--- src/rtl/fetch_stage.sv ---
// rtl/fetch_stage.sv - instruction fetch front-end with credit-limited response FIFO and IF/ID register
module fetch_stage #(
    parameter logic [31:0] RESET_PC   = 32'h0000_0000,
    parameter int          FIFO_DEPTH = 2,
    parameter logic [31:0] NOP_INST   = 32'h0000_0013
) (
    input  logic        clk,
    input  logic        reset,
    output logic        imem_req_valid,
    output logic [31:0] imem_req_addr,
    input  logic        imem_req_ready,
    input  logic        imem_rsp_valid,
    input  logic [31:0] imem_rsp_data,
    input  logic        redirect_valid,
    input  logic [31:0] redirect_pc,
    input  logic        id_ready,
    output logic        id_valid,
    output logic [31:0] id_pc,
    output logic [31:0] id_pc_plus4,
    output logic [31:0] id_inst
);
    localparam int AW = (FIFO_DEPTH > 1) ? $clog2(FIFO_DEPTH) : 1;
    localparam int CW = AW + 1;

    logic [31:0]   pc_q, pc_d, rsp_pc_q, rsp_pc_d;
    logic [CW-1:0] out_q, out_d, drop_q, drop_d, cnt_q, cnt_d;
    logic [AW-1:0] wr_q, wr_d, rd_q, rd_d;
    logic          id_valid_q, id_valid_d;
    logic [31:0]   id_pc_q, id_pc_d, id_inst_q, id_inst_d;
    logic [31:0]   fifo_pc   [FIFO_DEPTH];
    logic [31:0]   fifo_inst [FIFO_DEPTH];

    logic [CW:0]   credit_sum;
    logic [CW-1:0] out_dec;
    logic          accept, push, pop, load;

    // Credits cover both in-flight requests and buffered words, so the FIFO can never overflow.
    assign credit_sum     = {1'b0, out_q} + {1'b0, cnt_q};
    assign imem_req_valid = !reset && !redirect_valid && (credit_sum < (CW+1)'(FIFO_DEPTH));
    assign imem_req_addr  = pc_q;
    assign accept         = imem_req_valid && imem_req_ready;
    assign out_dec        = out_q + CW'(accept) - CW'(imem_rsp_valid);
    assign push           = imem_rsp_valid && !redirect_valid && (drop_q == '0);
    assign load           = !id_valid_q || id_ready;
    assign pop            = load && (cnt_q != '0) && !redirect_valid;

    assign id_valid    = id_valid_q;
    assign id_pc       = id_pc_q;
    assign id_pc_plus4 = id_pc_q + 32'd4;
    assign id_inst     = id_inst_q;

    always_comb begin
        pc_d       = accept ? pc_q + 32'd4 : pc_q;
        rsp_pc_d   = push ? rsp_pc_q + 32'd4 : rsp_pc_q;
        out_d      = out_dec;
        drop_d     = (imem_rsp_valid && drop_q != '0) ? drop_q - CW'(1) : drop_q;
        cnt_d      = cnt_q + CW'(push) - CW'(pop);
        wr_d       = push ? wr_q + AW'(1) : wr_q;
        rd_d       = pop ? rd_q + AW'(1) : rd_q;
        id_valid_d = id_valid_q;
        id_pc_d    = id_pc_q;
        id_inst_d  = id_inst_q;
        if (load) begin
            if (cnt_q != '0) begin
                id_valid_d = 1'b1;
                id_pc_d    = fifo_pc[rd_q];
                id_inst_d  = fifo_inst[rd_q];
            end else begin
                id_valid_d = 1'b0;
                id_inst_d  = NOP_INST;
            end
        end
        // Redirect wins: everything still in flight becomes stale and is counted into drop_cnt.
        if (redirect_valid) begin
            pc_d       = {redirect_pc[31:2], 2'b00};
            rsp_pc_d   = {redirect_pc[31:2], 2'b00};
            drop_d     = out_dec;
            cnt_d      = '0;
            wr_d       = '0;
            rd_d       = '0;
            id_valid_d = 1'b0;
            id_inst_d  = NOP_INST;
        end
    end

    always_ff @(posedge clk or posedge reset) begin
        if (reset) begin
            pc_q       <= RESET_PC;
            rsp_pc_q   <= RESET_PC;
            out_q      <= '0;
            drop_q     <= '0;
            cnt_q      <= '0;
            wr_q       <= '0;
            rd_q       <= '0;
            id_valid_q <= 1'b0;
            id_pc_q    <= 32'h0;
            id_inst_q  <= NOP_INST;
        end else begin
            pc_q       <= pc_d;
            rsp_pc_q   <= rsp_pc_d;
            out_q      <= out_d;
            drop_q     <= drop_d;
            cnt_q      <= cnt_d;
            wr_q       <= wr_d;
            rd_q       <= rd_d;
            id_valid_q <= id_valid_d;
            id_pc_q    <= id_pc_d;
            id_inst_q  <= id_inst_d;
        end
    end

    always_ff @(posedge clk) begin
        if (push) begin
            fifo_pc[wr_q]   <= rsp_pc_q;
            fifo_inst[wr_q] <= imem_rsp_data;
        end
        if (!reset) begin
            assert (!(push && !pop && cnt_q == CW'(FIFO_DEPTH)));
        end
    end
endmodule
--- config.mk ---
export PLATFORM = sky130hd
export DESIGN_NAME = fetch_stage
export DESIGN_NICKNAME = d
export VERILOG_FILES = /design/src/rtl/fetch_stage.sv
export SDC_FILE = /design/constraint.sdc
export NUM_CORES = 1
export LEC_CHECK = 0
export CORE_ASPECT_RATIO = 0.6
export CORE_MARGIN = 1
export CORE_UTILIZATION = 55
export DETAILED_ROUTE_END_ITERATION = 8
export MAX_ROUTING_LAYER = met4
export PLACE_DENSITY = 0.85
export SYNTH_ARGS = -nofsm -noshare
export SYNTH_HDL_FRONTEND = slang
export SYNTH_SLANG_ARGS = --single-unit
--- constraint.sdc ---
create_clock -name clk -period 9.6 [get_ports clk]
set_clock_uncertainty 0.15 [all_clocks]
set_input_delay 1.92 -clock clk [delete_from_list [all_inputs] [get_ports clk]]
set_output_delay 1.92 -clock clk [all_outputs]
set_load 0.005 [all_outputs]
==> results_dict.tcl, run 1 <==
set metrics [dict create \
    max_freq_ghz 0.180 \
    reg2reg_from "id_valid" \
    path_depth 4 \
    antenna_found_initial 0 \
    drv_cap 0 \
    cp-end-kind "output pin" \
    rows 39 \
    rsz0062_at_grt "false" \
    io_pins 200 \
    postSynthCellCount 917 \
    synth_edf_count 124 \
    cellLeakagePower_nw 5.09 \
    slowest_delay_ps 550 \
    final_nets 1175 \
    sw_frac_of_total_pct 30.8 \
    wl_per_cell_um 18.6 \
    crit_fanout 41 \
    yosys_most_used_dff "dfrtp_1" \
    path_buf_inv 3 \
    initial_core_util_pct 57.4 \
    max-slew-margin-rel_pct 24.7 \
    grt_pass1_wl_mm 40.3 \
    cpMostUsedCell "clkdlybuf4s50_1" \
    drv_slew 0 \
    dieArea_um2 20900 \
    cts-hold-fix-buffers 0 \
    cts_tree "built" \
    whs_path_depth 2 \
    cts_root_buffer "clkbuf_16" \
    layout-drive-gt1-share_pct 6.47 \
    cts.htree.levels 1 \
    crit_slowest_cell "clkdlybuf4s50_1" \
    yosys_register_bits 255 \
    critical-path-top-delay-family "buffers and inverters" \
    io_buffer_count 191 \
    setup_tns_ps 0 \
    finalHoldViolCount 0 \
    synthArstFlopShare_pct 51.4 \
    grt_overflow 0 \
    p_seq_share_pct 45.4 \
    clockPowerShare_pct 24.5 \
    min_from "id_inst[11]" \
    required_ps 7530 \
    die_h_um 112 \
    status "completed" \
    cp.arrival_ps 3470 \
    worstPathCellList "clkdlybuf4s50_1 > buf_4 > nor4_1 > clkdlybuf4s50_1" \
    peakVddDrop_mv 0.128 \
    cts_num_sinks 255 \
    first_pass_iters 5 \
    clkLatencyLatePin_ps 500 \
    finalCriticalPeriod_ps 5540 \
    grt_max_degree 71 \
    tightest_slew_ps 1130 \
    drcViolationCount 0 \
    ant_nets 0 \
    die_width_um 186 \
    worstSetupStartpoint "redirect_valid" \
    cts_resized 0 \
    syn-cell-area_um2 11200 \
    dp_hpwl_mm 17.6 \
    setup_violations 0 \
    critical_path_class "in2out" \
    drt_iter0_markers 710 \
    combPwrFrac_pct 30.1 \
    drt_wl_total_mm 25.7 \
    hold_class "reg2reg" \
    place_congestion 0.887 \
    ys_warn_count 0 \
    synth_area_per_cell_um2 12.2 \
    coreArea_um2 19500 \
    finalCritPeriodShare_pct 57.7 \
    power.density_nw_per_um2 250 \
    p_sw_mw 1.08 \
    finish.utilization_pct 72.0 \
    p_int_mw 2.42 \
    cts_setup_buffers 0 \
    yosysSeqAreaShare_pct 62.7 \
    cts_buffer_depth 3 \
    clkTransAtPathRegs_ps 60 \
    diodes 0 \
    grt_pass1_vias 7468 \
    cp-start-kind "input pin" \
    r2r_setup_slack_ps 5820 \
    dr_total_vias 8067 \
    r2r_cells 10 \
    hold_ws_ps 329 \
    syn2layout_area_growth_pct 25.4 \
    reg2reg_to "cnt_q[1]" \
    avgViaCountPerCell 5.85 \
    grt_use_total_pct 25.9 \
    hold_end "id_inst[11]" \
    synthDistinctLibCells 47 \
    cts_buffers 23 \
]
-- metrics by stage --
| step | instance area, um^2 | cells | power [mW] | setup slack, ps |
|---|---|---|---|---|
| after floorplan | 11200 | 922 | 2.08 | 3600 |
| after global placement | 13300 | 1336 | 2.61 | 3880 |
| after detailed placement | 13300 | 1336 | 2.66 | 3790 |
| after CTS | 14000 | 1377 | 3.52 | 4050 |
| after global routing | 14000 | 1378 | 3.70 | 3960 |
| final | 14000 | 1378 | 3.50 | 4060 |
-- power by group through the flow --
stage	Clock, mW	Sequential, mW	Combinational (mW)
floorplan	0	1.52	0.558
detailed placement	0	1.61	1.05
global placement	0	1.59	1.02
CTS	0.875	1.59	1.06
finish	0.857	1.59	1.05
global route	0.917	1.62	1.17
-- synth_stat cells (2+ instances only) --
cell,count,area (um^2)
xor2_1,11,96.3
nor4_1,13,81.3
o31ai_1,15,113
mux2_2,21,236
inv_1,16,60.1
nor2_1,74,278
a21oi_1,35,175
o31a_1,4,35.0
ha_1,8,100
o21ai_0,37,185
a22oi_1,3,22.5
clkbuf_1,37,139
or2_2,2,12.5
and3_1,10,62.6
xnor2_1,43,377
o21a_1,4,30.0
buf_4,6,45.0
nand2b_1,4,25.0
nor3_1,15,75.1
buf_1,6,22.5
or3_1,6,37.5
nor2b_1,2,12.5
a211oi_1,15,113
and4_1,17,149
or4_1,19,143
nand3_1,40,200
dfrtp_1,128,3200
nand4_1,24,150
edfxtp_1,124,3720
and2_1,4,25.0
mux2i_1,61,611
nand2_1,71,267
a31oi_1,20,125
dfstp_2,3,78.8
a21o_1,7,52.6
-- placed cells by master, fill, tap and decap left out, types with 3 or more instances in the layout --
cell type | Yosys | final
clkinv_2 | 0 | 3
dfstp_2 | 3 | 3
a21oi_1 | 35 | 35
o21a_1 | 4 | 3
nand2b_1 | 4 | 4
edfxtp_1 | 124 | 124
o31a_1 | 4 | 4
or3_1 | 6 | 6
clkbuf_1 | 37 | 8
o31ai_1 | 15 | 15
a31oi_1 | 20 | 20
and4_1 | 17 | 17
conb_1 | 1 | 6
xor2_1 | 11 | 11
nor3_1 | 15 | 15
dfrtp_1 | 128 | 127
ha_1 | 8 | 8
xnor2_1 | 43 | 43
clkinv_1 | 0 | 3
clkdlybuf4s50_1 | 0 | 191
inv_1 | 16 | 14
and3_1 | 10 | 10
nand3_1 | 40 | 40
buf_4 | 6 | 7
and2_1 | 4 | 4
nor2_1 | 74 | 71
a211oi_1 | 15 | 15
mux2_2 | 21 | 21
a21o_1 | 7 | 7
clkbuf_16 | 0 | 23
or4_1 | 19 | 19
nor4_1 | 13 | 13
nand4_1 | 24 | 24
nand2_1 | 71 | 71
o21ai_0 | 37 | 37
mux2i_1 | 61 | 61
a22oi_1 | 3 | 3
-- state kept, by name, indices dropped and copies added, names as in the netlist --
name / flops
wr_q: 1
cnt_q: 2
rsp_pc_q: 30
id_valid: 1
out_q: 2
imem_req_addr: 30
id_pc: 30
id_inst: 32
fifo_pc: 60
fifo_inst: 64
drop_q: 2
rd_q: 1
-- worst register-to-register path, cell delays in order, from the launching register on --
cell      delay, ps
dfrtp_1         380
nand2b_1        240
o21a_2          940
nand2_1         890
inv_1           230
ha_1            260
inv_1            60
ha_1            140
xor2_1          170
xnor2_1         140
nor2_1           50
-- logic make-up after synthesis --
group	count (synthesis)	share of synthesized area, %
simple gates	304	13.9
flops	255	62.7
compound gates	146	8.09
mux	82	7.58
buf+inv	66	2.43
xor+xnor	54	4.23
fa+ha+maj	9	1.07
other cells	1	0.0336
-- worst max-delay path by stage --
stage	endpoint	slack, ps
5_1_grt	imem_req_valid	3960
6_report	imem_req_valid	4060
3_5_place_dp	cnt_q[1]	3790
2_1_floorplan	fifo_inst[0][0]	3600
3_3_place_gp	cnt_q[1]	3880
4_1_cts	imem_req_valid	4050
-- final cells by class --
cell class	instances	area [um^2]
tap	266	333
clock inverter	8	63.8
inverter	16	62.6
sequential	255	7010
fill	1322	5460
multi-input combinational	601	3940
clock buffer	33	633
timing repair buffer	199	1970
-- routing by layer --
metal,track usage (%),up-vias,part of all wire (%)
met5,-,-,0
met4,4.59,0,1.2
met3,4.06,26,8.3
met2,36.1,365,42
met1,40.4,3912,49
li1,-,3764,-
Note: power is estimated with default switching activity, not from simulation.
==> inputs of run 2 (changes only) <==
Settings changed: CORE_UTILIZATION 55 to 48, PLACE_DENSITY 0.85 to 0.79.
Clock period 9.6 ns to 4.86 ns, I/O delays scaled along.
==> results_dict.tcl, run 2 (synthesized netlist as in run 1, its figures left out) <==
set metrics [dict create \
    largest-register "fifo_inst" \
    status "completed" \
    drcViolationCount 0 \
    crit_fanout 9 \
    final_common_cell "clkdlybuf4s50_1" \
    crit_slowest_cell "nor3_1" \
    peakVddDrop_mv 0.270 \
    largest_reg_flops 64 \
    setup_ws_ps 913 \
    p_seq_share_pct 44.8 \
    max_freq_ghz 0.253 \
    cts-hold-fix-buffers 0 \
    wl_per_cell_um 18.9 \
    grt_pass1_vias 7588 \
    cts.htree.levels 1 \
    cts_num_sinks 255 \
    power.density_nw_per_um2 496 \
    finalCriticalPeriod_ps 3950 \
    grt_pass1_wl_mm 42.4 \
    cts_buffers 24 \
    clkTransAtPathRegs_ps 60 \
    cts_tree "built" \
    ant_nets 0 \
    drv_slew 0 \
    dp_hpwl_mm 18.3 \
    cts_resized 0 \
    clockPowerShare_pct 25.4 \
    cts_root_buffer "clkbuf_16" \
    cellLeakagePower_nw 5.13 \
    required_ps 3740 \
    drt_iter0_markers 610 \
    antenna_found_initial 0 \
    cts_buffer_depth 3 \
    hold_class "reg2reg" \
    hold_ws_ps 328 \
    slowest_delay_ps 750 \
    p_sw_mw 2.17 \
    setup_violations 0 \
    drt_wl_total_mm 26.9 \
    final_cells 1422 \
    io_buffer_count 191 \
    mostFrequentLayoutCells "191 x clkdlybuf4s50_1, 127 x dfrtp_1, 124 x edfxtp_1" \
    diodes 0 \
    rsz0062_at_grt "false" \
    grt_use_total_pct 23.7 \
    avgViaCountPerCell 5.66 \
    cpMostUsedCell "nand4_1" \
    cp-end-kind "output pin" \
    dp.cells 1381 \
    combPwrFrac_pct 29.9 \
    syn2layout_area_growth_pct 26.6 \
    dieArea_um2 23900 \
    max-slew-margin-rel_pct 23.0 \
    drv_cap 0 \
    rows 42 \
    coreArea_um2 22400 \
    cp.arrival_ps 2830 \
    first_pass_iters 5 \
    dr_total_vias 8052 \
    p_int_mw 4.84 \
    multiInputGateArea_um2 3940 \
    finalCritPeriodShare_pct 81.2 \
    setup_tns_ps 0 \
    sw_frac_of_total_pct 30.9 \
    tightest_slew_ps 1160 \
    initial_core_util_pct 49.8 \
    layout-drive-gt1-share_pct 6.82 \
    critical_path_class "reg2out" \
    cts_setup_buffers 0 \
    fillCellCount 1793 \
    grt_overflow 0 \
    cp-start-kind "register" \
    die_h_um 120 \
    final_nets 1178 \
    clkLatencyLatePin_ps 520 \
    worstPathCellList "nand4_1 > nor3_1 > nand4_1 > xnor2_1 > clkdlybuf4s50_1" \
    post-place-ws_ps 1060 \
    grt_max_degree 100 \
    io_pins 200 \
    seq_area_um2 7010 \
    place_congestion 0.858 \
    finalHoldViolCount 0 \
    die_width_um 199 \
]
## run 2: changes by cell type in the layout (fill, tap and decap cells not counted)
cell,before,now
clkinv_2,3,2
clkinv_1,3,1
clkbuf_4,1,0
clkinvlp_4,1,0
clkbuf_16,23,25
clkbuf_8,2,4
inv_6,0,1
bufinv_16,1,0
buf_12,0,3
## run 2: final cells by class
class / instances / area share (%)
sequential: 255 / 49.5
timing repair buffer: 201 / 14.3
tap: 308 / 2.72
multi-input combinational: 601 / 27.8
inverter: 16 / 0.442
clock inverter: 4 / 0.159
clock buffer: 37 / 5.02
## run 2: worst paths after layout
path / end / depth (start not counted) / startpoint / slack (ps)
setup / recovery: id_pc_plus4[29] / 5 / id_pc[9] / 910
hold reg to reg: id_inst[24] / 2 / id_inst[24] / 330
max in group asynchronous: rd_q / 3 / reset / 2820
setup reg to reg: imem_req_addr[17] / 6 / cnt_q[0] / 1450
hold / removal: id_inst[24] / 2 / id_inst[24] / 330
min in group asynchronous: imem_req_addr[30] / 2 / reset / 800
## run 2: metal layers
layer	wire length [um]	share of wire [%]	vias to the layer above	global-route usage (%)
met2	11000	41	369	31.8
met5	0	0	-	-
met1	13400	50	3902	37.2
li1	-	-	3749	-
met4	320	1.2	0	3.99
met3	2200	8.2	32	4.77
## run 2: power groups by stage
stage                     Clock (mW)  Sequential (mW)  Combinational [mW]
final                           1.78             3.14                2.10
after global routing            1.90             3.20                2.32
after CTS                       1.80             3.13                2.12
after detailed placement           0             3.17                2.11
after global placement             0             3.15                2.05
after floorplan                    0             3.01                1.10
## run 2: worst max-delay path: cells and delay by family (launching register included)
family,cells,cell delay [ps]
AND/OR/NAND/NOR,3,1110
flip-flops,1,480
XOR/XNOR,1,190
buffers and inverters,1,530
## run 2: stage by stage
stage | util (%) | area (um^2) | power, mW
after floorplan | - | 11200 | 4.11
after global placement | 59.8 | 13400 | 5.20
after detailed placement | 59.8 | 13400 | 5.28
after CTS | 63.1 | 14200 | 7.06
after global routing | 63.1 | 14200 | 7.42
final | 63.1 | 14200 | 7.01
